### src/rtl/bar_word_unpacker.sv
// -----------------------------------------------------------------------------
// bar_word_unpacker
//
// Receive side of the numbers_e/bar_t word format. Each raw 32-bit foo_t word
// accepted on the input stream is reinterpreted as bar_t:
//     b_member  = word[31:29]   (numbers_e, legal values 0..4)
//     b_padding = word[28:0]
// The decoded fields are queued in a small FIFO and re-emitted on the output
// stream. Members 5..7 are flagged as illegal and counted.
//
// Ports
//   clk          rising-edge clock
//   rst_n        asynchronous reset, active low
//   in_valid     in_word is valid
//   in_ready     block can accept in_word (= FIFO not full, registered state only)
//   in_word      raw foo_t word
//   out_valid    FIFO head valid
//   out_ready    consumer takes the head this cycle
//   out_member   head b_member (raw, never remapped), 0 when empty
//   out_padding  head b_padding, 0 when empty
//   out_illegal  head member > 4, 0 when empty
//   clr_cnt      synchronous clear of both counters (wins over increment)
//   word_cnt     words accepted, saturating
//   illegal_cnt  illegal words accepted, saturating
// -----------------------------------------------------------------------------
module bar_word_unpacker #(
    parameter int DEPTH = 2,   // power of two, >= 2
    parameter int CNT_W = 16
) (
    input  logic             clk,
    input  logic             rst_n,
    input  logic             in_valid,
    output logic             in_ready,
    input  logic [31:0]      in_word,
    output logic             out_valid,
    input  logic             out_ready,
    output logic [2:0]       out_member,
    output logic [28:0]      out_padding,
    output logic             out_illegal,
    input  logic             clr_cnt,
    output logic [CNT_W-1:0] word_cnt,
    output logic [CNT_W-1:0] illegal_cnt
);

    localparam int PTR_W = $clog2(DEPTH);
    localparam int OCC_W = $clog2(DEPTH + 1);

    localparam logic [PTR_W-1:0] PTR_ONE  = PTR_W'(1);
    localparam logic [OCC_W-1:0] OCC_ONE  = OCC_W'(1);
    localparam logic [OCC_W-1:0] OCC_FULL = OCC_W'(DEPTH);
    localparam logic [CNT_W-1:0] CNT_ONE  = CNT_W'(1);

    typedef struct packed {
        logic        illegal;
        logic [2:0]  member;
        logic [28:0] padding;
    } entry_t;

    entry_t           r_mem [DEPTH];
    logic [PTR_W-1:0] r_wr_ptr;
    logic [PTR_W-1:0] r_rd_ptr;
    logic [OCC_W-1:0] r_count;
    logic [CNT_W-1:0] r_word_cnt;
    logic [CNT_W-1:0] r_illegal_cnt;

    logic   w_full;
    logic   w_empty;
    logic   w_push;
    logic   w_pop;
    logic   w_illegal;
    entry_t w_head;

    assign w_full    = (r_count == OCC_FULL);
    assign w_empty   = (r_count == '0);
    assign w_push    = in_valid & ~w_full;
    assign w_pop     = out_ready & ~w_empty;
    assign w_illegal = (in_word[31:29] >= 3'd5);

    // Empty FIFO presents all-zero fields, so stale or unreset storage is never visible.
    assign w_head = w_empty ? '0 : r_mem[r_rd_ptr];

    assign in_ready    = ~w_full;
    assign out_valid   = ~w_empty;
    assign out_member  = w_head.member;
    assign out_padding = w_head.padding;
    assign out_illegal = w_head.illegal;
    assign word_cnt    = r_word_cnt;
    assign illegal_cnt = r_illegal_cnt;

    // NOTE: the storage array has no reset; validity comes solely from r_count,
    // which keeps the array as plain RAM rather than a bank of resettable flops.
    always_ff @(posedge clk) begin
        if (w_push) begin
            r_mem[r_wr_ptr] <= '{illegal: w_illegal,
                                 member:  in_word[31:29],
                                 padding: in_word[28:0]};
        end
    end

    // NOTE: all state updates use non-blocking assignments so every register
    // samples the pre-edge values regardless of statement order.
    always_ff @(posedge clk or negedge rst_n) begin
        if (!rst_n) begin
            r_wr_ptr <= '0;
            r_rd_ptr <= '0;
            r_count  <= '0;
        end else begin
            // DEPTH is a power of two, so plain increment wraps modulo DEPTH.
            if (w_push) r_wr_ptr <= r_wr_ptr + PTR_ONE;
            if (w_pop)  r_rd_ptr <= r_rd_ptr + PTR_ONE;
            case ({w_push, w_pop})
                2'b10:   r_count <= r_count + OCC_ONE;
                2'b01:   r_count <= r_count - OCC_ONE;
                default: r_count <= r_count;
            endcase
        end
    end

    // Statistics counters saturate at all-ones; clear has priority over counting.
    always_ff @(posedge clk or negedge rst_n) begin
        if (!rst_n) begin
            r_word_cnt    <= '0;
            r_illegal_cnt <= '0;
        end else if (clr_cnt) begin
            r_word_cnt    <= '0;
            r_illegal_cnt <= '0;
        end else if (w_push) begin
            if (r_word_cnt != '1) r_word_cnt <= r_word_cnt + CNT_ONE;
            if (w_illegal && (r_illegal_cnt != '1)) r_illegal_cnt <= r_illegal_cnt + CNT_ONE;
        end
    end

endmodule

### config.mk
export PLATFORM = sky130hd
export DESIGN_NAME = bar_word_unpacker
export DESIGN_NICKNAME = d
export VERILOG_FILES = /design/src/rtl/bar_word_unpacker.sv
export SDC_FILE = /design/constraint.sdc
export NUM_CORES = 1
export LEC_CHECK = 0
export ABC_AREA = 1
export BUFFER_PORTS_ARGS = -buffer_cell sky130_fd_sc_hd__buf_2
export CAP_MARGIN = 20
export CORE_MARGIN = 10
export CORE_UTILIZATION = 58
export DETAILED_ROUTE_END_ITERATION = 6
export GPL_TIMING_DRIVEN = 0
export PLACE_DENSITY = 0.92
export SKIP_LAST_GASP = 1
export SYNTH_ARGS = -nofsm -noshare
export SYNTH_HDL_FRONTEND = slang
export SYNTH_SLANG_ARGS = --single-unit
### constraint.sdc
create_clock -name clk -period 5.8 [get_ports clk]
set_clock_uncertainty 0.15 [all_clocks]
set_input_delay 1.16 -clock clk [delete_from_list [all_inputs] [get_ports clk]]
set_output_delay 1.16 -clock clk [all_outputs]
set_load 0.01 [all_outputs]
==> flow_summary.toml, run 1 <==
[power_and_ir_drop]
peakVddDrop_mv = 0.168
clkPwrFrac_pct = 19.4
swShare_pct = 37.0
finalPower_mw = 2.12
p_per_area_nw_per_um2 = 381
seq_power_share_pct = 45.6
power_frac_comb_pct = 34.9
leakage_nw = 2.48
p_int_mw = 1.33
power.switching_uw = 785

[floorplanning]
dieHeight_um = 110
coreArea_um2 = 7810
die-area_um2 = 12100
die_w_um = 110
rows = 32
start_util_pct = 60.4
ios = 104

[worst_setup_path]
crit_type = "reg2out"
crit_path_max_fanout = 10
reg2reg_to = "r_count[1]"
cp.arrival_ps = 1980
start_kind = "flop"
critical_path_required_ps = 4490
r2r_slack_ps = 3760
r2r-start = "r_count[0]"
reg2regPathDepth = 6
end_kind = "primary output"

[sta]
period_needed_ps = 3290
fin_setup_tns_ps = 0
max_slew_margin_pct = 38.3
hold_viol_final = 0
slew_viol_final = 0
period_share_pct = 56.7
rsz0062_at_grt = "no"
timing_worst_slew_pin_value_ps = 923
timing.fmax_mhz = 304
setup_viol = 0
setup_slack_ps = 2510

[yosys]
syn-num-nets = 540
synth_area_leaders = "edfxtp_1 42%, dfrtp_1 19%, nand2_1 14%"
synth_edf_count = 66
synth-seq-cells = 102
postSynthAreaPerCell_um2 = 9.44
yosysTopAreaCellShare_pct = 42.0
yosysMostFrequentCell = "nand2_1"
synth_warnings = 0
syn_inst = 500
postSynth.asyncResetShare_pct = 35.3
synth-main-ff-cell = "edfxtp_1"
synth_commonest_cells = "178 x nand2_1, 66 x edfxtp_1, 44 x nor2_1, 36 x dfrtp_1, 35 x a21oi_1"
syn_area_um2 = 4720
synth_top_area_cell = "edfxtp_1"
yosysSeqAreaShare_pct = 61.1
ys_types = 30

[clock_network]
cts.clk_slew.worst_paths_ps = 100
clockRootBuffer = "clkbuf_8"
clock-sinks = 102
hold_buffers = 0
worstSkewPairLatency_ps = 370
cts_made_buffers = 9
cts_resized = 0
cts.path.max_buffers = 2
cts_setup_buffers = 0
cts_tree = "yes"
cts.htree.levels = 3

[grt]
grt_util_all_layers_pct = 18.3
grt_pass1_vias = 3676
grt_antenna_before_repair = 1
grt_pass1_wl_mm = 17.6
grt_overflow = 0
grt_start_max_net_pins = 37

[final_layout]
nets = 654
fin_area_um2 = 5570
layout-drive-gt1-share_pct = 22.9
syn2layout_area_growth_pct = 18.0
antenna_cells = 0
fin_cells = 721

[worst_hold_path]
min-delay-start = "r_count[0]"
hold_end = "r_count[0]"
hold_class = "reg2reg"
holdPathStages = 1

[route]
drc = 0
route.met2.wl_mm = 5.71
routed_via_density = 5.32
drt_iter0_drc = 228
wl_met1_mm = 4.45
drtAntennaViolNets = 0
vias = 3839
drtPass1Iterations = 5
wl_per_cell_um = 15.6
wl_met3_um = 965
routed.top_layer = "met5"
wl_mm = 11.3

[place]
placed_cells = 705
gp_congestion = 0.891
port_buffers = 102
dp_slack_ps = 2880
postPlaceCellArea_um2 = 5390
place_hpwl_mm = 8.25

[job]
cap_violations = 0

[status]
status = "complete, no violations"
-- critical path: stages (launching register included) --
cell and delay [ps]:
dfrtp_1 430, nor2_1 480, clkbuf_1 440, a21oi_1 90, buf_2 170
-- worst max-delay path by stage --
stage	to	cells past startpoint	slack, ps	from
detailed placement	out_padding[8]	4	2880	r_count[0]
floorplan	r_mem[1][0]	2	2550	in_valid
global route	out_member[1]	6	2300	r_rd_ptr
global placement	r_mem[1][13]	3	1730	in_valid
CTS	out_member[1]	6	2510	r_rd_ptr
finish	out_padding[8]	4	2510	r_count[0]
-- final cells by class --
cell class	count	area (um^2)
Clock inverter	6	47.5
Timing Repair Buffer	103	531
Sequential cell	102	2880
Tap cell	102	128
Multi-Input combinational cell	352	1650
Inverter	29	110
Buffer	17	91.3
Clock buffer	10	128
Fill cell	604	2240
-- state kept, by name, summed over array words and instances (netlist names) --
name / count
illegal_cnt: 16
r_count: 2
r_mem: 66
r_rd_ptr: 1
r_wr_ptr: 1
word_cnt: 16
-- per-layer routing --
layer	up-vias	GRT usage, %
met5	-	0
met4	2	5.50
met3	21	4.47
met2	158	31.1
met1	1766	22.6
li1	1892	-
-- stage by stage --
step                hold slack (ps)  util [%]
floorplan                       337         -
global placement                351      68.6
detailed placement              377      69.1
CTS                             392      71.3
global route                    419      71.3
finish                          386      71.3
-- cell families after synthesis --
| family | after synthesis | share of synthesized area, % |
|---|---|---|
| AND/OR/NAND/NOR | 279 | 25.3 |
| flip-flops | 102 | 61.1 |
| AO/OA/AOI/OAI | 60 | 6.71 |
| buffers and inverters | 46 | 4.27 |
| XOR/XNOR | 10 | 1.86 |
| adder cells (fa/ha/maj) | 3 | 0.796 |
-- cell usage in the layout (no fill, tap or decap), types with 2 or more instances in the layout --
cell type   synthesis  layout
nand2_1           178     178
buf_2               1     103
edfxtp_1           66      66
nor2_1             44      42
dfrtp_1            36      36
a21oi_1            35      35
inv_1              26      26
nand3_1            22      22
nand4_1            18      18
o21ai_0            17      17
clkbuf_1            9      10
clkbuf_8            0       9
xor2_1              8       8
nand2_2             5       5
o21bai_1            5       5
nor2_4              2       4
or2_2               4       4
buf_4               3       3
ha_1                3       3
clkinvlp_4          0       3
buf_1               2       2
clkinv_1            2       2
nor2_2              2       2
clkinv_2            1       2
nand3b_1            2       2
buf_6               2       2
xnor2_1             2       2
-- power groups by stage --
stage / Combinational, mW / Sequential, mW / Clock [mW]
after detailed placement: 0.752 / 0.984 / 0
after global routing: 0.826 / 0.980 / 0.445
final: 0.740 / 0.967 / 0.411
after floorplan: 0.436 / 0.979 / 0
after global placement: 0.713 / 0.983 / 0
after CTS: 0.753 / 0.968 / 0.414
No activity file was read; power rests on OpenSTA's default activity.
==> run 2, diff against run 1 <==
--- a/config.mk
+++ b/config.mk
@@ -9,10 +9,10 @@
 export BUFFER_PORTS_ARGS = -buffer_cell sky130_fd_sc_hd__buf_2
 export CAP_MARGIN = 20
 export CORE_MARGIN = 10
-export CORE_UTILIZATION = 58
+export CORE_UTILIZATION = 49
 export DETAILED_ROUTE_END_ITERATION = 6
 export GPL_TIMING_DRIVEN = 0
-export PLACE_DENSITY = 0.92
+export PLACE_DENSITY = 0.83
 export SKIP_LAST_GASP = 1
 export SYNTH_ARGS = -nofsm -noshare
 export SYNTH_HDL_FRONTEND = slang
==> constraint.sdc (replaced) <==
create_clock -name clk -period 3 [get_ports clk]
set_clock_uncertainty 0.15 [all_clocks]
set_input_delay 0.6 -clock clk [delete_from_list [all_inputs] [get_ports clk]]
set_output_delay 0.6 -clock clk [all_outputs]
set_load 0.01 [all_outputs]
==> flow_summary.toml, run 2 (synthesis gave the netlist of run 1 again) <==
[worst_setup_path]
critPathSlowestCell = "nor2_1"
max_stage_delay_ps = 460
critical_path_required_ps = 2250
crit_path_max_fanout = 10
cp.arrival_ps = 1970
cp_cell_sequence = "nor2_1, clkbuf_1, inv_1, buf_2"
start_kind = "flop"
crit_type = "reg2out"
end_kind = "primary output"

[final_layout]
fillers = 824
largest_reg_flops = 66
antenna_cells = 0
final_cell_mix = "178 x nand2_1, 103 x buf_2, 66 x edfxtp_1"
syn2layout_area_growth_pct = 19.4
regMostFlops = "r_mem"
layout-drive-gt1-share_pct = 23.1
layout_commonest_cell = "nand2_1"
nets = 655
post-route-util_pct = 60.4
fin_cells = 749

[clock_network]
hold_buffers = 0
worstSkewPairLatency_ps = 360
clock-sinks = 102
cts_tree = "yes"
cts_resized = 0
clockRootBuffer = "clkbuf_8"
cts.htree.levels = 3
cts_made_buffers = 9
cts.clk_slew.worst_paths_ps = 110
cts.path.max_buffers = 2
cts_setup_buffers = 0

[floorplanning]
die-area_um2 = 14000
start_util_pct = 50.6
coreArea_um2 = 9330
rows = 35
die_w_um = 118
dieHeight_um = 118
ios = 104

[sta]
hold_viol_final = 0
rsz0062_at_grt = "no"
holdWs_ps = 182
max_slew_margin_pct = 44.3
fin_setup_tns_ps = 0
setup_viol = 0
slew_viol_final = 0
timing.fmax_mhz = 367
period_share_pct = 90.8
timing_worst_slew_pin_value_ps = 836
period_needed_ps = 2720

[grt]
grt_antenna_before_repair = 0
grt_start_max_net_pins = 37
grt_overflow = 0
grt_pass1_vias = 3807
grt_pass1_wl_mm = 19.1
grt_util_all_layers_pct = 16.2

[status]
status = "complete, no violations"

[place]
port_buffers = 102
placed_cells = 733
place_hpwl_mm = 8.39
gp_congestion = 0.941

[route]
drt_iter0_drc = 240
wl_mm = 11.5
drtPass1Iterations = 5
drc = 0
wl_per_cell_um = 15.3
routed_via_density = 5.16
vias = 3864
drtAntennaViolNets = 0

[job]
cap_violations = 0

[power_and_ir_drop]
finalPower_mw = 4.16
p_per_area_nw_per_um2 = 740
peakVddDrop_mv = 0.314
leakage_nw = 2.50

[worst_hold_path]
hold_class = "in2async"
## run 2: cell type report
class                      count  area [um^2]  share of cell area, %
multi-input combinational    352         1650                   29.3
timing repair buffer         104          551                   9.78
clock buffer                   9          124                   2.20
clock inverter                 7         62.6                   1.11
inverter                      29          110                   1.96
buffer                        17         91.3                   1.62
tap                          129          161                   2.87
sequential                   102         2880                   51.2
## run 2: final timing paths
check,startpoint,end,slack [ps],cells after the start
max,r_count[0],out_valid,280,4
max reg2reg,r_count[0],r_count[1],990,6
min reg2reg,r_count[1],r_count[1],390,1
max in group asynchronous,rst_n,word_cnt[12],1990,1
min,rst_n,illegal_cnt[10],180,1
min in group clk,in_word[15],r_mem[0][15],270,1
## run 2: critical path: cells and delay by family, from the launching register on
kind                   cells  cell delay [ps]
buffers and inverters      3              700
flip-flops                 1              440
AND/OR/NAND/NOR            1              460
## run 2: per-layer routing
layer	part of all wire [%]	routed length (um)	vias up	track usage, %
li1	-	-	1891	-
met1	43	4910	1832	20.1
met2	49	5650	130	27.4
met3	7.3	833	11	4.19
met4	0.78	89	0	4.48
met5	0	0	-	0
## run 2: where the power goes
group          internal [mW]  switching [mW]  total, mW
combinational          0.504           0.963       1.47
clock                  0.321           0.510      0.831
sequential              1.78          0.0878       1.87
## run 2: stage by stage
step                setup WS (ps)  cell area [um^2]
floorplan                     310              4720
global placement             -562              5390
detailed placement            607              5450
CTS                           189              5630
global route                 56.9              5630
finish                        275              5630
